### config.mk
export PLATFORM = sky130hd
export DESIGN_NAME = fetch_queue
export DESIGN_NICKNAME = d
export VERILOG_FILES = /design/src/rtl/fetch_queue.sv
export SDC_FILE = /design/constraint.sdc
export NUM_CORES = 1
export LEC_CHECK = 0
export CELL_PAD_IN_SITES_DETAIL_PLACEMENT = 0
export CELL_PAD_IN_SITES_GLOBAL_PLACEMENT = 1
export CORE_UTILIZATION = 42
export CTS_CLUSTER_SIZE = 8
export DETAILED_ROUTE_END_ITERATION = 16
export PLACE_DENSITY = 0.72
export SYNTH_ARGS = -nofsm -noshare
export SYNTH_HDL_FRONTEND = slang
export SYNTH_SLANG_ARGS = --single-unit
### constraint.sdc
create_clock -name clk -period 3.65 [get_ports clk]
set_input_delay 0.365 -clock clk [delete_from_list [all_inputs] [get_ports clk]]
set_output_delay 0.365 -clock clk [all_outputs]
set_load 0.005 [all_outputs]
### src/rtl/fetch_queue.sv
// Prefetching instruction fetch unit: credit-limited requests to a variable-latency
// instruction memory, an in-order response FIFO, and the IF/ID pipeline register.
module fetch_queue #(
  parameter int              XLEN       = 32,
  parameter int              DEPTH      = 4,
  parameter logic [XLEN-1:0] RESET_ADDR = '0,
  parameter logic [XLEN-1:0] NOP        = 32'h00000013
) (
  input  logic            clk,
  input  logic            reset_n,
  output logic            IMEM_req_o,
  output logic [XLEN-1:0] IMEM_addr_o,
  input  logic            IMEM_gnt_i,
  input  logic            IMEM_rvalid_i,
  input  logic [XLEN-1:0] IMEM_data_i,
  input  logic            stall_i,
  input  logic            flush_i,
  input  logic [XLEN-1:0] redirect_addr_i,
  output logic            PIP_valid_o,
  output logic [XLEN-1:0] PIP_instruction_o,
  output logic [XLEN-1:0] PIP_pc_o
);

  localparam int AW = $clog2(DEPTH);
  localparam int CW = AW + 1;
  localparam logic [CW-1:0]   ONE     = CW'(1);
  localparam logic [CW-1:0]   ZERO    = '0;
  localparam logic [CW:0]     DEPTH_C = (CW+1)'(DEPTH);
  localparam logic [XLEN-1:0] STEP    = XLEN'(4);

  logic [XLEN-1:0] fetch_pc, resp_pc;
  logic [XLEN-1:0] pc_mem    [DEPTH];
  logic [XLEN-1:0] instr_mem [DEPTH];
  logic [AW-1:0]   rd_ptr, wr_ptr;
  logic [CW-1:0]   count, live, drop;
  logic [CW:0]     credit_sum;
  logic            grant, resp_drop, resp_keep, push, pop;

  // Every queued entry and every outstanding request holds one credit, so a
  // response always has a FIFO slot waiting for it.
  assign credit_sum  = {1'b0, count} + {1'b0, live} + {1'b0, drop};
  assign IMEM_req_o  = reset_n & ~flush_i & (credit_sum < DEPTH_C);
  assign IMEM_addr_o = fetch_pc;

  assign grant     = IMEM_req_o & IMEM_gnt_i;
  assign resp_drop = IMEM_rvalid_i & (drop != ZERO);
  assign resp_keep = IMEM_rvalid_i & (drop == ZERO) & (live != ZERO);
  assign push      = resp_keep & ~flush_i;
  assign pop       = ~flush_i & ~stall_i & (count != ZERO);

  always_ff @(posedge clk) begin
    if (push) begin
      pc_mem[wr_ptr]    <= resp_pc;
      instr_mem[wr_ptr] <= IMEM_data_i;
    end
  end

  always_ff @(posedge clk) begin
    if (!reset_n) begin
      fetch_pc          <= RESET_ADDR;
      resp_pc           <= RESET_ADDR;
      rd_ptr            <= '0;
      wr_ptr            <= '0;
      count             <= ZERO;
      live              <= ZERO;
      drop              <= ZERO;
      PIP_valid_o       <= 1'b0;
      PIP_instruction_o <= NOP;
      PIP_pc_o          <= '0;
    end else if (flush_i) begin
      // Outstanding live requests become drops; a response landing now retires one of them.
      fetch_pc          <= redirect_addr_i;
      resp_pc           <= redirect_addr_i;
      rd_ptr            <= '0;
      wr_ptr            <= '0;
      count             <= ZERO;
      live              <= ZERO;
      drop              <= drop + live - ((resp_drop | resp_keep) ? ONE : ZERO);
      PIP_valid_o       <= 1'b0;
      PIP_instruction_o <= NOP;
    end else begin
      if (grant)     fetch_pc <= fetch_pc + STEP;
      if (resp_keep) resp_pc  <= resp_pc + STEP;
      if (resp_drop) drop     <= drop - ONE;
      if (push)      wr_ptr   <= wr_ptr + 1'b1;
      if (pop)       rd_ptr   <= rd_ptr + 1'b1;
      live  <= live + (grant ? ONE : ZERO) - (resp_keep ? ONE : ZERO);
      count <= count + (push ? ONE : ZERO) - (pop ? ONE : ZERO);
      if (!stall_i) begin
        if (pop) begin
          PIP_valid_o       <= 1'b1;
          PIP_instruction_o <= instr_mem[rd_ptr];
          PIP_pc_o          <= pc_mem[rd_ptr];
        end else begin
          PIP_valid_o       <= 1'b0;
          PIP_instruction_o <= NOP;
        end
      end
    end
  end

endmodule

== Yosys cells after proc, flatten, opt, wreduce, memory -nomap -nowiden ==
Memories as Yosys holds them, arrays and structs flattened. A register that Yosys moved wholly into a read port is not among the register bits.
Cells that the tools add are included.
Word-level totals
  flip-flop bits (word level): 110
  memory bits (writable): 256
  bits of input ports: 70
  output and inout bits: 98
  memories kept: 2
Memories
  instr_mem: depth 4, width 32, read ports 1, clocked after Yosys merged registers in 1, write ports 1, RTL line 33  | logic [XLEN-1:0] instr_mem [DEPTH];
  pc_mem: depth 4, width 32, read ports 1, clocked after Yosys merged registers in 1, write ports 1, RTL line 32  | logic [XLEN-1:0] pc_mem [DEPTH];
Cells by class
  add/subtract/negate cells: 13
  $lt $le $gt $ge: 1
  mux-type cells: 17
  bitwise operators: 13
  reduce and logical (&&, ||, !) cells: 10
Operator list (number)
  $mux W32: 5
  $add A32 B3 Y32 const B: 2
  $and A1 B1 Y1: 9
  $reduce_bool A3 Y1: 3
  $sub A3 B1 Y3: 3
  $mux W1: 8
  $add A3 B1 Y3: 2
  $mux W3: 2
  $reduce_bool A2 Y1: 3
  $add A2 B1 Y2 const B: 2
  $add A3 B3 Y4: 1
  $add A4 B3 Y4: 1
  $lt A4 B3 Y1 const B: 1
  $mux W2: 2
  $add A3 B3 Y3: 1
  $logic_not A3 Y1: 1
  $not A1 Y1: 3
  $reduce_and A3 Y1: 1
  $sub A3 B1 Y3 const B: 1
  $reduce_or A2 Y1: 1
  $logic_not A1 Y1: 1
  $or A1 B1 Y1: 1

== Depth between registers and ports, before layout ==
Gate-level depths: netlist of the first run.
  depth in word-level cells: 8
  mapped depth: 16

== Worst setup path before layout of the first run ==
No wires, ideal clock.
  kind: reg-to-reg
  from: reg count[1]
  to: reg live[2]
  arrival: 3516 ps
  slack: 7 ps
  cell stages (with the launch flop): 17
  buffers on the path: 1
  clock period less this slack: 3643 ps
  cells stage by stage: dfxtp_1 -> inv_1 -> fa_1 -> or2_2 -> fa_1 -> nand4b_1 -> nor2_2 -> inv_1 -> clkbuf_1 -> ha_1 -> inv_1 -> ha_1 -> inv_1 -> fa_1 -> xnor2_1 -> xnor2_1 -> nor2_1
On the way
  word-level cells in the longest chain between the ends: 8
Ends and longest elaborated chain
  start: declaration: RTL line 35  | logic [CW-1:0] count, live, drop;
  start signal: assignment: RTL line 88  | count <= count + (push ? ONE : ZERO) - (pop ? ONE : ZERO);
  $add A3 B3 Y4: RTL line 41  | assign credit_sum = {1'b0, count} + {1'b0, live} + {1'b0, drop};
  $add A4 B3 Y4: RTL line 41
  $lt A4 B3 Y1: RTL line 42  | assign IMEM_req_o = reset_n & ~flush_i & (credit_sum < DEPTH_C);
  $and A1 B1 Y1: RTL line 42
  $and A1 B1 Y1: RTL line 45  | assign grant = IMEM_req_o & IMEM_gnt_i;
  $mux W1: RTL line 87  | live <= live + (grant ? ONE : ZERO) - (resp_keep ? ONE : ZERO);
  $add A3 B1 Y3: RTL line 87
  $sub A3 B1 Y3: RTL line 87
  end signal: assignment: RTL line 87
  end: declaration: RTL line 35
Every way passes these cells.
A chain may end at the register's enable or synchronous reset.

== Worst setup path in the final report of the first run ==
  from: reg count[1]
  to: out IMEM_req_o
On the way
  word-level cells in the longest chain between the ends: 4
Ends and longest elaborated chain
  $add A3 B3 Y4: RTL line 41
  $add A4 B3 Y4: RTL line 41
  $lt A4 B3 Y1: RTL line 42
  $and A1 B1 Y1: RTL line 42
  end: declaration: RTL line 11  | output logic IMEM_req_o,
Every way passes these cells.

==> results of run 1 <==
-- cells in the mapped netlist, drive strengths merged (2+ instances only) --
| cell | number |
|---|---|
| nor3 | 14 |
| and2 | 6 |
| a211oi | 4 |
| nor4 | 8 |
| nand4 | 27 |
| xor2 | 20 |
| inv | 28 |
| a22oi | 32 |
| fa | 6 |
| clkbuf | 40 |
| nor2b | 4 |
| mux4 | 64 |
| buf | 22 |
| ha | 16 |
| xnor2 | 25 |
| nand3b | 2 |
| and4 | 10 |
| mux2 | 5 |
| dfxtp | 144 |
| o211ai | 3 |
| nand4b | 2 |
| and3 | 14 |
| a31oi | 15 |
| o21ai | 43 |
| edfxtp | 256 |
| o22ai | 3 |
| a21oi | 80 |
| nor2 | 62 |
| and4b | 2 |
| or2 | 3 |
| or3 | 10 |
| nand2 | 107 |
| nand3 | 30 |
-- per-layer routing --
metal	global-route usage	share of wire	vias up
met4	0.0550	0.017	0
met5	0	0	-
met2	0.318	0.47	287
li1	-	-	4653
met3	0.0373	0.062	52
met1	0.269	0.45	4957
-- registers in the layout (all words and copies together) (netlist names), 3 cells and up, named ones only --
name	cells
live	3
PIP_instruction_o	32
count	3
drop	3
resp_pc	32
IMEM_addr_o	32
pc_mem	128
PIP_pc_o	32
instr_mem	128
-- report_power, final --
group | leakage [uW] | switching (uW) | internal, uW
Clock | 0.000764 | 1850 | 2860
Combinational | 0.00213 | 312 | 300
Sequential | 0.00350 | 105 | 4900
Total | 0.00640 | 2260 | 8060
-- final timing paths --
path / startpoint / endpoint / slack, ps / cells after the start
worst max-delay path: count[1]$_SDFF_PP0_ / IMEM_req_o / 230 / 7
worst min-delay path: flush_i / drop[0]$_SDFFE_PN0P_ / 170 / 3
worst max register to register: count[1]$_SDFF_PP0_ / live[2]$_SDFF_PP0_ / 240 / 15
worst min register to register: PIP_pc_o[16]$_SDFFE_PN0P_ / PIP_pc_o[16]$_SDFFE_PN0P_ / 450 / 2
-- area by class of cell --
cell class              count  area (um2)
fillers                  3054       17000
flip-flops and latches    400       10600
multi-input cells         630        4880
repair buffers            201        1980
clock buffers              98        1560
well taps                 468         586
inverters                  28         105
clock inverters             5        60.1
-- cell families after synthesis --
family          after synthesis
simple gates                305
mux                          70
xor+xnor                     45
fa+ha+maj                    22
flops                       400
buf+inv                      90
compound gates              188
-- worst register-to-register path: cells and delay by family (launching register included) --
kind	cells	cell delay, ps
XOR/XNOR	2	310
buffers and inverters	4	210
adder cells (fa/ha/maj)	5	1820
AND/OR/NAND/NOR	4	600
flip-flops	1	360
-- timing repair --
item,in CTS,in global routing
hold buffers,0,0
gates resized for setup,0,9
setup buffers,0,1
setup endpoints to repair,0,2
-- stage by stage --
stage	util	cell area [um2]	std cells	total power [uW]
floorplan	-	15800	1120	5400
global placement	0.492	18100	1726	5690
detailed placement	0.492	18100	1726	5700
CTS	0.536	19700	1829	10400
global route	0.537	19700	1830	10700
finish	0.537	19700	1830	10300
==> flow_summary.ini, run 1 <==
[synth]
ys_types = 56
ys_seq_area_frac = 0.670
netlist_area_um2 = 15800
synth_seq_cells = 400
synth_compound_area_frac = 0.0691
synth_top_area_frac = 0.487
synthTopCellsByArea = edfxtp_1 (49%), dfxtp_1 (18%), mux4_2 (9.1%), nand2_1 (2.5%), a21oi_1 (2.5%)
yosysWarnings = 0
synth-xor-area-share = 0.0250
synth.area.mux_share = 0.0956
syn-instance-count = 1120
synthArstFlopShare = 0
synth_top_family_by_area = simple AND/OR/NAND/NOR gates
synth_top_flop_cell = edfxtp_1
synth_nets = 1212
synth-simple-area-share = 0.0978
avgSynthCellArea_um2 = 14.1
yosys.area_share.adder = 0.0203
synth_top_area_cell = edfxtp_1
synth_edf_count = 256

[sta]
min_period_over_period = 0.936
max_freq_ghz = 0.293
setup_tns_ps = 0
slew_headroom = 0.430
tightest_slew_ps = 854
skew_ps = 26.3
grt_setup_unrepaired = false
layout_min_cycle_time_ps = 3420
setup_viol = 0
whs_ps = 171
finalHoldViolCount = 0
setup_ws_ps = 233
final_max_slew_viol_count = 0

[place]
port_buffers = 167
place_ws_ps = 140
hpwl_um = 23100
gp_congestion = 0.776

[clocking]
cts_tree = yes
clk_latency_ps = 580
clock_sinks = 400
cts_max_path_buffers = 3
clkTransAtPathRegs_ps = 50
cts_root_buf = clkbuf_16
cts_buffers = 56
htreeDepth = 2

[finish]
layout_common_cells = edfxtp_1 (256), clkdlybuf4s50_1 (166), dfxtp_1 (140)
layout-drive-gt1-share = 0.143
diodes = 0
final_common_cell = edfxtp_1
area_growth_pct = 25.2
nNetsFinal = 1409

[detailed_routing]
firstDrtPassIters = 5
via_count = 9949
routed_wirelength_um = 36900
drc = 0
routed_via_density = 5.44
detail_route.iter0.violations = 503
antenna_left = 0
routedWlPerCell_um = 20.2

[worst_setup_path]
max_stage_delay_ps = 500
crit_buf_inv = 2
cp_slowest_cell = clkdlybuf4s50_1
path_max_fanout = 3
critPathKind = reg2out
crit_chain = inv_2 > fa_1 > or2_4 > fa_2 > xor2_1 > and3_1 > clkdlybuf4s50_1
endpoint_kind = output pin
required_ps = 3280
crit_path_start_kind = flop
arrival_ps = 3050
cp_top_family = adder cells

[run]
drv_cap = 0

[floorplanning]
die_h_um = 196
die_x_um = 196
die_area_um2 = 38300
io_pins = 168
core-area_um2 = 36800
start_util = 0.429
row_count = 70

[grt]
antenna_found_initial = 0
grt_pass1_vias = 10200
grt_max_degree = 64
grt-ovfl-total = 0
grt_usage = 0.196
grt_first_pass_wirelength_um = 58200

[run_status]
outcome = finished, final reports clean

[power]
p_leak_uw = 0.00640
p_per_area_nw_per_um2 = 523
peakVddDrop_mv = 0.331

[hold_path]
holdCritPathClass = in2reg
No activity file was read; power rests on OpenSTA's default activity.
==> run 2, diff against run 1 <==
--- a/config.mk
+++ b/config.mk
@@ -14,3 +14,4 @@
 export SYNTH_ARGS = -nofsm -noshare
 export SYNTH_HDL_FRONTEND = slang
 export SYNTH_SLANG_ARGS = --single-unit
+export TNS_END_PERCENT = 5
==> results of run 2 <==
Same layout as run 1: the final DEF is identical, and so are final timing and power.
